$ cat src/rtl/alu_pkg.sv
// alu_pkg: shared definitions for the ALU issue stage.
//   - alu_op_e   : 4-bit ALU operation codes consumed by the ALU
//   - OPC_*      : RV32I major opcode constants
//   - imm_fmt_e  : which immediate format an instruction carries
//   - arith_op() : funct3 (+ alternate bit) to ALU op for OP / OP-IMM
package alu_pkg;

  typedef enum logic [3:0] {
    ALU_ADD  = 4'd0,
    ALU_SUB  = 4'd1,
    ALU_OR   = 4'd2,
    ALU_XOR  = 4'd3,
    ALU_AND  = 4'd4,
    ALU_SLTU = 4'd5,
    ALU_SLT  = 4'd6,
    ALU_SRL  = 4'd7,
    ALU_SLL  = 4'd8,
    ALU_SRA  = 4'd9,
    ALU_SLA  = 4'd10,
    ALU_GEU  = 4'd11,
    ALU_GE   = 4'd12,
    ALU_EQ   = 4'd13,
    ALU_NE   = 4'd14
  } alu_op_e;

  localparam logic [6:0] OPC_OP     = 7'b0110011;
  localparam logic [6:0] OPC_OP_IMM = 7'b0010011;
  localparam logic [6:0] OPC_LUI    = 7'b0110111;
  localparam logic [6:0] OPC_AUIPC  = 7'b0010111;
  localparam logic [6:0] OPC_BRANCH = 7'b1100011;
  localparam logic [6:0] OPC_LOAD   = 7'b0000011;
  localparam logic [6:0] OPC_STORE  = 7'b0100011;

  localparam logic [6:0] F7_BASE = 7'b0000000;
  localparam logic [6:0] F7_ALT  = 7'b0100000;

  typedef enum logic [2:0] {
    IMM_NONE,
    IMM_I,
    IMM_S,
    IMM_U,
    IMM_SHAMT
  } imm_fmt_e;

  // alt selects SUB over ADD and SRA over SRL; ignored for the other funct3s.
  function automatic alu_op_e arith_op(input logic [2:0] f3, input logic alt);
    alu_op_e op;
    case (f3)
      3'b000:  op = alt ? ALU_SUB : ALU_ADD;
      3'b001:  op = ALU_SLL;
      3'b010:  op = ALU_SLT;
      3'b011:  op = ALU_SLTU;
      3'b100:  op = ALU_XOR;
      3'b101:  op = alt ? ALU_SRA : ALU_SRL;
      3'b110:  op = ALU_OR;
      default: op = ALU_AND;
    endcase
    return op;
  endfunction

endpackage

$ cat src/rtl/alu_issue_decode.sv
// alu_issue_decode: combinational RV32I decode into ALU op and operands.
// Ports:
//   instr     in  : raw 32-bit instruction
//   pc        in  : instruction address (operand A for AUIPC)
//   rs1_data  in  : rs1 value (already forwarded by the caller if enabled)
//   rs2_data  in  : rs2 value
//   alu_op    out : ALU operation code (alu_pkg::alu_op_e)
//   alu_a     out : operand A
//   alu_b     out : operand B
//   is_branch out : op is a branch compare
//   illegal   out : instruction not decodable (forces ADD, A=B=0)
module alu_issue_decode
  import alu_pkg::*;
#(
  parameter int XLEN = 32
) (
  input  logic [31:0]     instr,
  input  logic [XLEN-1:0] pc,
  input  logic [XLEN-1:0] rs1_data,
  input  logic [XLEN-1:0] rs2_data,
  output logic [3:0]      alu_op,
  output logic [XLEN-1:0] alu_a,
  output logic [XLEN-1:0] alu_b,
  output logic            is_branch,
  output logic            illegal
);

  logic [6:0]      opcode;
  logic [2:0]      f3;
  logic [6:0]      f7;
  imm_fmt_e        fmt;
  logic [XLEN-1:0] imm;
  alu_op_e         op;

  assign opcode = instr[6:0];
  assign f3     = instr[14:12];
  assign f7     = instr[31:25];

  // Format selection kept apart from the main decode so imm never feeds back
  // into the block that chooses it.
  always_comb begin
    fmt = IMM_NONE;
    case (opcode)
      OPC_OP_IMM:         fmt = (f3 == 3'b001 || f3 == 3'b101) ? IMM_SHAMT : IMM_I;
      OPC_LOAD:           fmt = IMM_I;
      OPC_STORE:          fmt = IMM_S;
      OPC_LUI, OPC_AUIPC: fmt = IMM_U;
      default:            fmt = IMM_NONE;
    endcase
  end

  always_comb begin
    imm = '0;
    case (fmt)
      IMM_I:     imm = XLEN'($signed(instr[31:20]));
      IMM_S:     imm = XLEN'($signed({instr[31:25], instr[11:7]}));
      IMM_U:     imm = XLEN'($signed({instr[31:12], 12'h000}));
      IMM_SHAMT: imm = XLEN'(instr[24:20]);
      default:   imm = '0;
    endcase
  end

  always_comb begin
    op        = ALU_ADD;
    alu_a     = '0;
    alu_b     = '0;
    is_branch = 1'b0;
    illegal   = 1'b0;
    case (opcode)
      OPC_OP: begin
        alu_a = rs1_data;
        alu_b = rs2_data;
        if (f7 == F7_BASE) begin
          op = arith_op(f3, 1'b0);
        end else if (f7 == F7_ALT && (f3 == 3'b000 || f3 == 3'b101)) begin
          op = arith_op(f3, 1'b1);
        end else begin
          illegal = 1'b1;
        end
      end
      OPC_OP_IMM: begin
        alu_a = rs1_data;
        alu_b = imm;
        case (f3)
          3'b000: op = ALU_ADD;
          3'b001: begin
            op = ALU_SLL;
            if (f7 != F7_BASE) illegal = 1'b1;
          end
          3'b101: begin
            if (f7 == F7_BASE)     op = ALU_SRL;
            else if (f7 == F7_ALT) op = ALU_SRA;
            else                   illegal = 1'b1;
          end
          default: op = arith_op(f3, 1'b0);
        endcase
      end
      OPC_LUI: begin
        alu_b = imm;
      end
      OPC_AUIPC: begin
        alu_a = pc;
        alu_b = imm;
      end
      OPC_BRANCH: begin
        alu_a     = rs1_data;
        alu_b     = rs2_data;
        is_branch = 1'b1;
        case (f3)
          3'b000:  op = ALU_EQ;
          3'b001:  op = ALU_NE;
          3'b100:  op = ALU_SLT;
          3'b101:  op = ALU_GE;
          3'b110:  op = ALU_SLTU;
          3'b111:  op = ALU_GEU;
          default: illegal = 1'b1;
        endcase
      end
      OPC_LOAD, OPC_STORE: begin
        alu_a = rs1_data;
        alu_b = imm;
      end
      default: illegal = 1'b1;
    endcase

    // Illegal entries still flow downstream, but with a harmless payload.
    if (illegal) begin
      op        = ALU_ADD;
      alu_a     = '0;
      alu_b     = '0;
      is_branch = 1'b0;
    end
  end

  assign alu_op = op;

endmodule

$ cat src/rtl/alu_issue.sv
// alu_issue: execute-entry stage in front of the ALU. Decodes the incoming
// instruction and holds the result in a registered valid/ready output with a
// 2-entry skid buffer (main drives the outputs, skid absorbs one stall).
// Optional feature macro: ALU_ISSUE_FWD_EN adds wb_valid/wb_rd/wb_data and
// forwards the write-back value into rs1/rs2 at capture time.
// Ports:
//   clk, reset           : clock, synchronous active-high reset
//   flush                : drop main and skid entries and any same-edge input
//   in_valid / in_ready  : upstream handshake (in_ready = !skid valid)
//   instr, pc            : instruction and its address
//   rs1_data, rs2_data   : register operands
//   out_valid/out_ready  : downstream handshake
//   alu_op, alu_a, alu_b : ALU op and operands of the held entry
//   out_pc               : pc of the held entry
//   is_branch, illegal   : decode flags of the held entry
module alu_issue
  import alu_pkg::*;
#(
  parameter int              XLEN         = 32,
  parameter logic [XLEN-1:0] RESET_PC_OPS = '0
) (
  input  logic            clk,
  input  logic            reset,
  input  logic            flush,
  input  logic            in_valid,
  output logic            in_ready,
  input  logic [31:0]     instr,
  input  logic [XLEN-1:0] pc,
  input  logic [XLEN-1:0] rs1_data,
  input  logic [XLEN-1:0] rs2_data,
`ifdef ALU_ISSUE_FWD_EN
  input  logic            wb_valid,
  input  logic [4:0]      wb_rd,
  input  logic [XLEN-1:0] wb_data,
`endif
  output logic            out_valid,
  input  logic            out_ready,
  output logic [3:0]      alu_op,
  output logic [XLEN-1:0] alu_a,
  output logic [XLEN-1:0] alu_b,
  output logic [XLEN-1:0] out_pc,
  output logic            is_branch,
  output logic            illegal
);

  // Entry layout: {op, a, b, pc, is_branch, illegal}
  localparam int EW     = 4 + 3 * XLEN + 2;
  localparam int OP_LSB = 3 * XLEN + 2;
  localparam int A_LSB  = 2 * XLEN + 2;
  localparam int B_LSB  = XLEN + 2;
  localparam int PC_LSB = 2;
  localparam logic [EW-1:0] ENTRY_RST = {ALU_ADD, RESET_PC_OPS, RESET_PC_OPS, RESET_PC_OPS, 2'b00};

  logic [XLEN-1:0] rs1_op;
  logic [XLEN-1:0] rs2_op;
  logic [3:0]      dec_op;
  logic [XLEN-1:0] dec_a;
  logic [XLEN-1:0] dec_b;
  logic            dec_branch;
  logic            dec_illegal;
  logic [EW-1:0]   in_entry;
  logic            accept;

  logic [EW-1:0]   main_q, main_d;
  logic [EW-1:0]   skid_q, skid_d;
  logic            main_valid_q, main_valid_d;
  logic            skid_valid_q, skid_valid_d;

`ifdef ALU_ISSUE_FWD_EN
  // x0 is never forwarded; decode only routes these into A/B for
  // register-sourced formats, so immediates/pc are unaffected.
  assign rs1_op = (wb_valid && wb_rd != 5'd0 && wb_rd == instr[19:15]) ? wb_data : rs1_data;
  assign rs2_op = (wb_valid && wb_rd != 5'd0 && wb_rd == instr[24:20]) ? wb_data : rs2_data;
`else
  assign rs1_op = rs1_data;
  assign rs2_op = rs2_data;
`endif

  alu_issue_decode #(
    .XLEN (XLEN)
  ) u_decode (
    .instr     (instr),
    .pc        (pc),
    .rs1_data  (rs1_op),
    .rs2_data  (rs2_op),
    .alu_op    (dec_op),
    .alu_a     (dec_a),
    .alu_b     (dec_b),
    .is_branch (dec_branch),
    .illegal   (dec_illegal)
  );

  assign in_entry = {dec_op, dec_a, dec_b, pc, dec_branch, dec_illegal};
  assign in_ready = !skid_valid_q;
  assign accept   = in_valid && in_ready;

  always_comb begin
    main_d       = main_q;
    main_valid_d = main_valid_q;
    skid_d       = skid_q;
    skid_valid_d = skid_valid_q;
    if (flush) begin
      main_valid_d = 1'b0;
      skid_valid_d = 1'b0;
    end else if (!main_valid_q || out_ready) begin
      // Main is free this edge. Skid holds the older entry, and in_ready is
      // low whenever it is occupied, so the two loads never collide.
      if (skid_valid_q) begin
        main_d       = skid_q;
        main_valid_d = 1'b1;
        skid_valid_d = 1'b0;
      end else if (accept) begin
        main_d       = in_entry;
        main_valid_d = 1'b1;
      end else begin
        main_valid_d = 1'b0;
      end
    end else if (accept) begin
      skid_d       = in_entry;
      skid_valid_d = 1'b1;
    end
  end

  always_ff @(posedge clk) begin
    if (reset) begin
      main_q       <= ENTRY_RST;
      skid_q       <= ENTRY_RST;
      main_valid_q <= 1'b0;
      skid_valid_q <= 1'b0;
    end else begin
      main_q       <= main_d;
      skid_q       <= skid_d;
      main_valid_q <= main_valid_d;
      skid_valid_q <= skid_valid_d;
    end
  end

  assign out_valid = main_valid_q;
  assign alu_op    = main_q[OP_LSB +: 4];
  assign alu_a     = main_q[A_LSB +: XLEN];
  assign alu_b     = main_q[B_LSB +: XLEN];
  assign out_pc    = main_q[PC_LSB +: XLEN];
  assign is_branch = main_q[1];
  assign illegal   = main_q[0];

endmodule
$ cat config.mk
export PLATFORM = sky130hd
export DESIGN_NAME = alu_issue
export DESIGN_NICKNAME = d
export VERILOG_FILES = /design/src/rtl/alu_pkg.sv /design/src/rtl/alu_issue_decode.sv /design/src/rtl/alu_issue.sv
export SDC_FILE = /design/constraint.sdc
export NUM_CORES = 1
export LEC_CHECK = 0
export CAP_MARGIN = 0
export CORE_AREA = 2 2 115 201
export CTS_BUF_LIST = sky130_fd_sc_hd__clkbuf_16
export DETAILED_ROUTE_END_ITERATION = 10
export DIE_AREA = 0 0 117 203
export PLACE_DENSITY = 0.69
export SLEW_MARGIN = 20
export SYNTH_ARGS = -nofsm -noshare
export SYNTH_HDL_FRONTEND = slang
export SYNTH_SLANG_ARGS = --single-unit
$ cat constraint.sdc
create_clock -name clk -period 1.9 [get_ports clk]
set_input_delay 0.38 -clock clk [delete_from_list [all_inputs] [get_ports clk]]
set_output_delay 0.38 -clock clk [all_outputs]
set_load 0.01 [all_outputs]
==> run_results.csv <==
group,metric,value,unit
status,outcome,"completed",
final_layout,stdcell_area,13200,um^2
power,combPwrFrac,0.115,
worst_setup_path,crit_slowest_cell,"clkdlybuf4s50_1",
cts,htreeDepth,1,
die,std_cell_rows,72,
global_route,antenna_found_initial,0,
placed_design,hpwl,21000,um
yosys,synthDistinctLibCells,51,
worst_setup_path,worstPathCellList,"clkdlybuf4s50_1 > buf_6 > a32oi_4 > o21ai_4 > nor3_4 > buf_6 > nand2_8 > buf_12 > buf_16 > o22ai_1",
cts,cts_buffers,21,
cts,clockBufferDepth,3,
sta,hold_viol_final,0,
yosys,synthCells,1016,
worst_setup_path,critPathLaunchType,"input pin",
final_layout,fin_util,0.599,
yosys,async_flop_share,0,
power,ir_drop,0.583,mV
routing,dr.pass1.iters,6,
placed_design,io_buffers,236,
routing,drc,0,
placed_design,placed_cell_area,12000,um^2
final_layout,fin_nets,1415,
routing,drtAntennaViolNets,0,
yosys,syn_area_per_cell,8.59,um^2
worst_setup_path,crit_path_frequent_cell,"buf_6",
sta,tightest_slew,0.959,ns
placed_design,numPlacedInstances,1538,
sta,worst_hold_slack,0.184,ns
sta,grt_setup_unrepaired,"true",
global_route,grt_usage,0.252,
worst_setup_path,worstPathRequired,2.33,ns
worst_setup_path,slowest_delay,0.49,ns
final_layout,layout-drive-gt1-share,0.157,
routing,dr.first_iter.drc_count,614,
power,seqPwrFrac,0.471,
sta,fin_crit,1.89,ns
sta,setup_viol,0,
power,power_switching,2.27,mW
die,fp.dieW,117,um
global_route,gr-total-overflow,0,
sta,slew-limit-headroom,0.361,
yosys,syn_nets,1149,
yosys,synth-seq-cells,206,
global_route,grt_pass1_wl,47200,um
die,die_y,203,um
yosys,synth_edf_count,0,
sta,slew_violations,0,
final_layout,fin_cells,1592,
global_route,grt_pass1_vias,8771,
yosys,yosysTopAreaCell,"dfxtp_1",
power,power_density,709,nW/um^2
die,die_area,23800,um^2
cts,cts.sinks,206,
power,power.share.clock,0.414,
routing,num_vias,8914,
yosys,synth_area_leaders,"dfxtp_1 47%, nand2_1 6.2%, a21oi_1 6.2%, clkbuf_1 3.7%, mux2i_1 3.7%",
routing,wl_per_cell,19.2,um
yosys,yosys-top-cells-count,"206 x dfxtp_1, 145 x nand2_1, 108 x a21oi_1",
cts,cts_tree,"built",
routing,wl,30600,um
final_layout,diodes,0,
global_route,grt_max_degree,72,
hold_path,hold_class,"in2reg",
yosys,seq_area_frac_synth,0.472,
sta,fin_skew,0.0254,ns
die,ios,237,
yosys,yosysMostFrequentCell,"dfxtp_1",
die,fp.coreArea,22100,um^2
cts,clk_pin_slew,0.06,ns
cts,insertion_delay,0.51,ns
routing,vias_per_cell,5.60,
final_layout,fillers,1980,
power,p_int,7.10,mW
yosys,yosys.area.top_type_share,0.472,
final_layout,area_delta_synth_final,51.3,%
yosys,synthFlopType,"dfxtp_1",
power,swShare,0.242,
sta,period_share,0.993,
worst_setup_path,arrival,2.32,ns
power,p_leak,4.73,nW
cts,cts_root_buffer,"clkbuf_16",
worst_setup_path,critical_path.max_fanout,12,
yosys,synth_warnings,0,
worst_setup_path,critPathCaptureType,"flop",
die,start_util,0.396,
placed_design,gp_congestion,0.910,
yosys,synthesis.area,8730,um^2
job,maxCapViolCount,0,
sta,fmax,0.530,GHz
worst_setup_path,path_class,"in2reg",
registers in the layout, summed over array words and instances, names as in the netlist:
| signal | flops |
|---|---|
| main_q | 102 |
| out_valid | 1 |
| skid_q | 102 |
| skid_valid_q | 1 |
final timing paths:
check,start,cells after the start,slack (ns),end
worst max register to register,out_valid$_SDFFE_PP0P_,7,0.07,main_q[96]$_SDFFE_PP0P_
worst max-delay path,instr[13],10,0.01,main_q[96]$_SDFFE_PP0P_
worst min register to register,skid_q[82]$_SDFFE_PP0P_,2,0.45,skid_q[82]$_SDFFE_PP0P_
worst min-delay path,reset,2,0.18,skid_q[100]$_SDFFE_PP0P_
area by class of cell:
type / count / area [um^2] / share of cell area
Timing Repair Buffer: 346 / 3550 / 0.269
Inverter: 2 / 7.51 / 0.000568
Clock inverter: 16 / 111 / 0.00843
Sequential cell: 206 / 4130 / 0.312
Multi-Input combinational cell: 705 / 4510 / 0.342
Clock buffer: 21 / 526 / 0.0398
Tap cell: 296 / 370 / 0.0280
worst max-delay path, delay by kind of cell:
family | cells | cell delay, ns
compound gates | 3 | 0.48
buf+inv | 5 | 1.13
simple gates | 2 | 0.33
per-layer routing:
layer,global-route usage,wire [um],up-vias
met2,0.448,15800,295
met4,0.149,2030,0
met1,0.279,11300,4246
li1,-,-,4284
met5,0,0,-
met3,0.0334,1430,89
power groups by stage:
| stage | registers [mW] | logic (mW) | clock network, mW |
|---|---|---|---|
| after floorplan | 4.53 | 0.337 | 0 |
| after global placement | 4.51 | 1.03 | 0 |
| after detailed placement | 4.51 | 1.03 | 0 |
| after CTS | 4.41 | 1.06 | 3.94 |
| after global routing | 4.42 | 1.15 | 4.10 |
| final | 4.41 | 1.07 | 3.88 |
repair_timing:
action / 4_1_cts / 5_1_grt
resized for setup: 60 / 20
hold buffers: 0 / 0
endpoints found under the setup margin: 131 / 72
endpoints found under the hold margin: 0 / 0
pin swaps: 10 / 11
buffers inserted: 9 / 2
cloned: 6 / 0
cells by family after synthesis:
group / synth area share
flip-flops: 0.472
AO/OA/AOI/OAI: 0.276
AND/OR/NAND/NOR: 0.163
multiplexers: 0.0367
buffers and inverters: 0.0481
XOR/XNOR: 0.00401
stage by stage:
stage	TNS [ns]	total power [mW]	setup slack [ns]
floorplan	-1.51	4.87	-0.0369
global placement	-81.77	5.53	-0.654
detailed placement	-88.12	5.54	-0.704
CTS	0	9.42	0.00412
global route	-0.398	9.66	-0.0290
finish	0	9.36	0.0131
cells in the final DEF (no fill, tap or decap), types with 21 or more instances in the layout:
cell type,Yosys,layout
clkbuf_16,0,21
nand2_1,145,142
a21oi_1,108,106
o21ai_0,37,33
and3_1,49,47
dfxtp_1,206,205
o22ai_1,44,26
mux2i_1,32,32
buf_4,1,80
clkdlybuf4s50_1,0,219
a22oi_1,41,41
a211oi_1,36,35
a32o_1,22,22
nor2_1,48,46
nand3_1,27,26
Power figures use the tool's default switching activity.
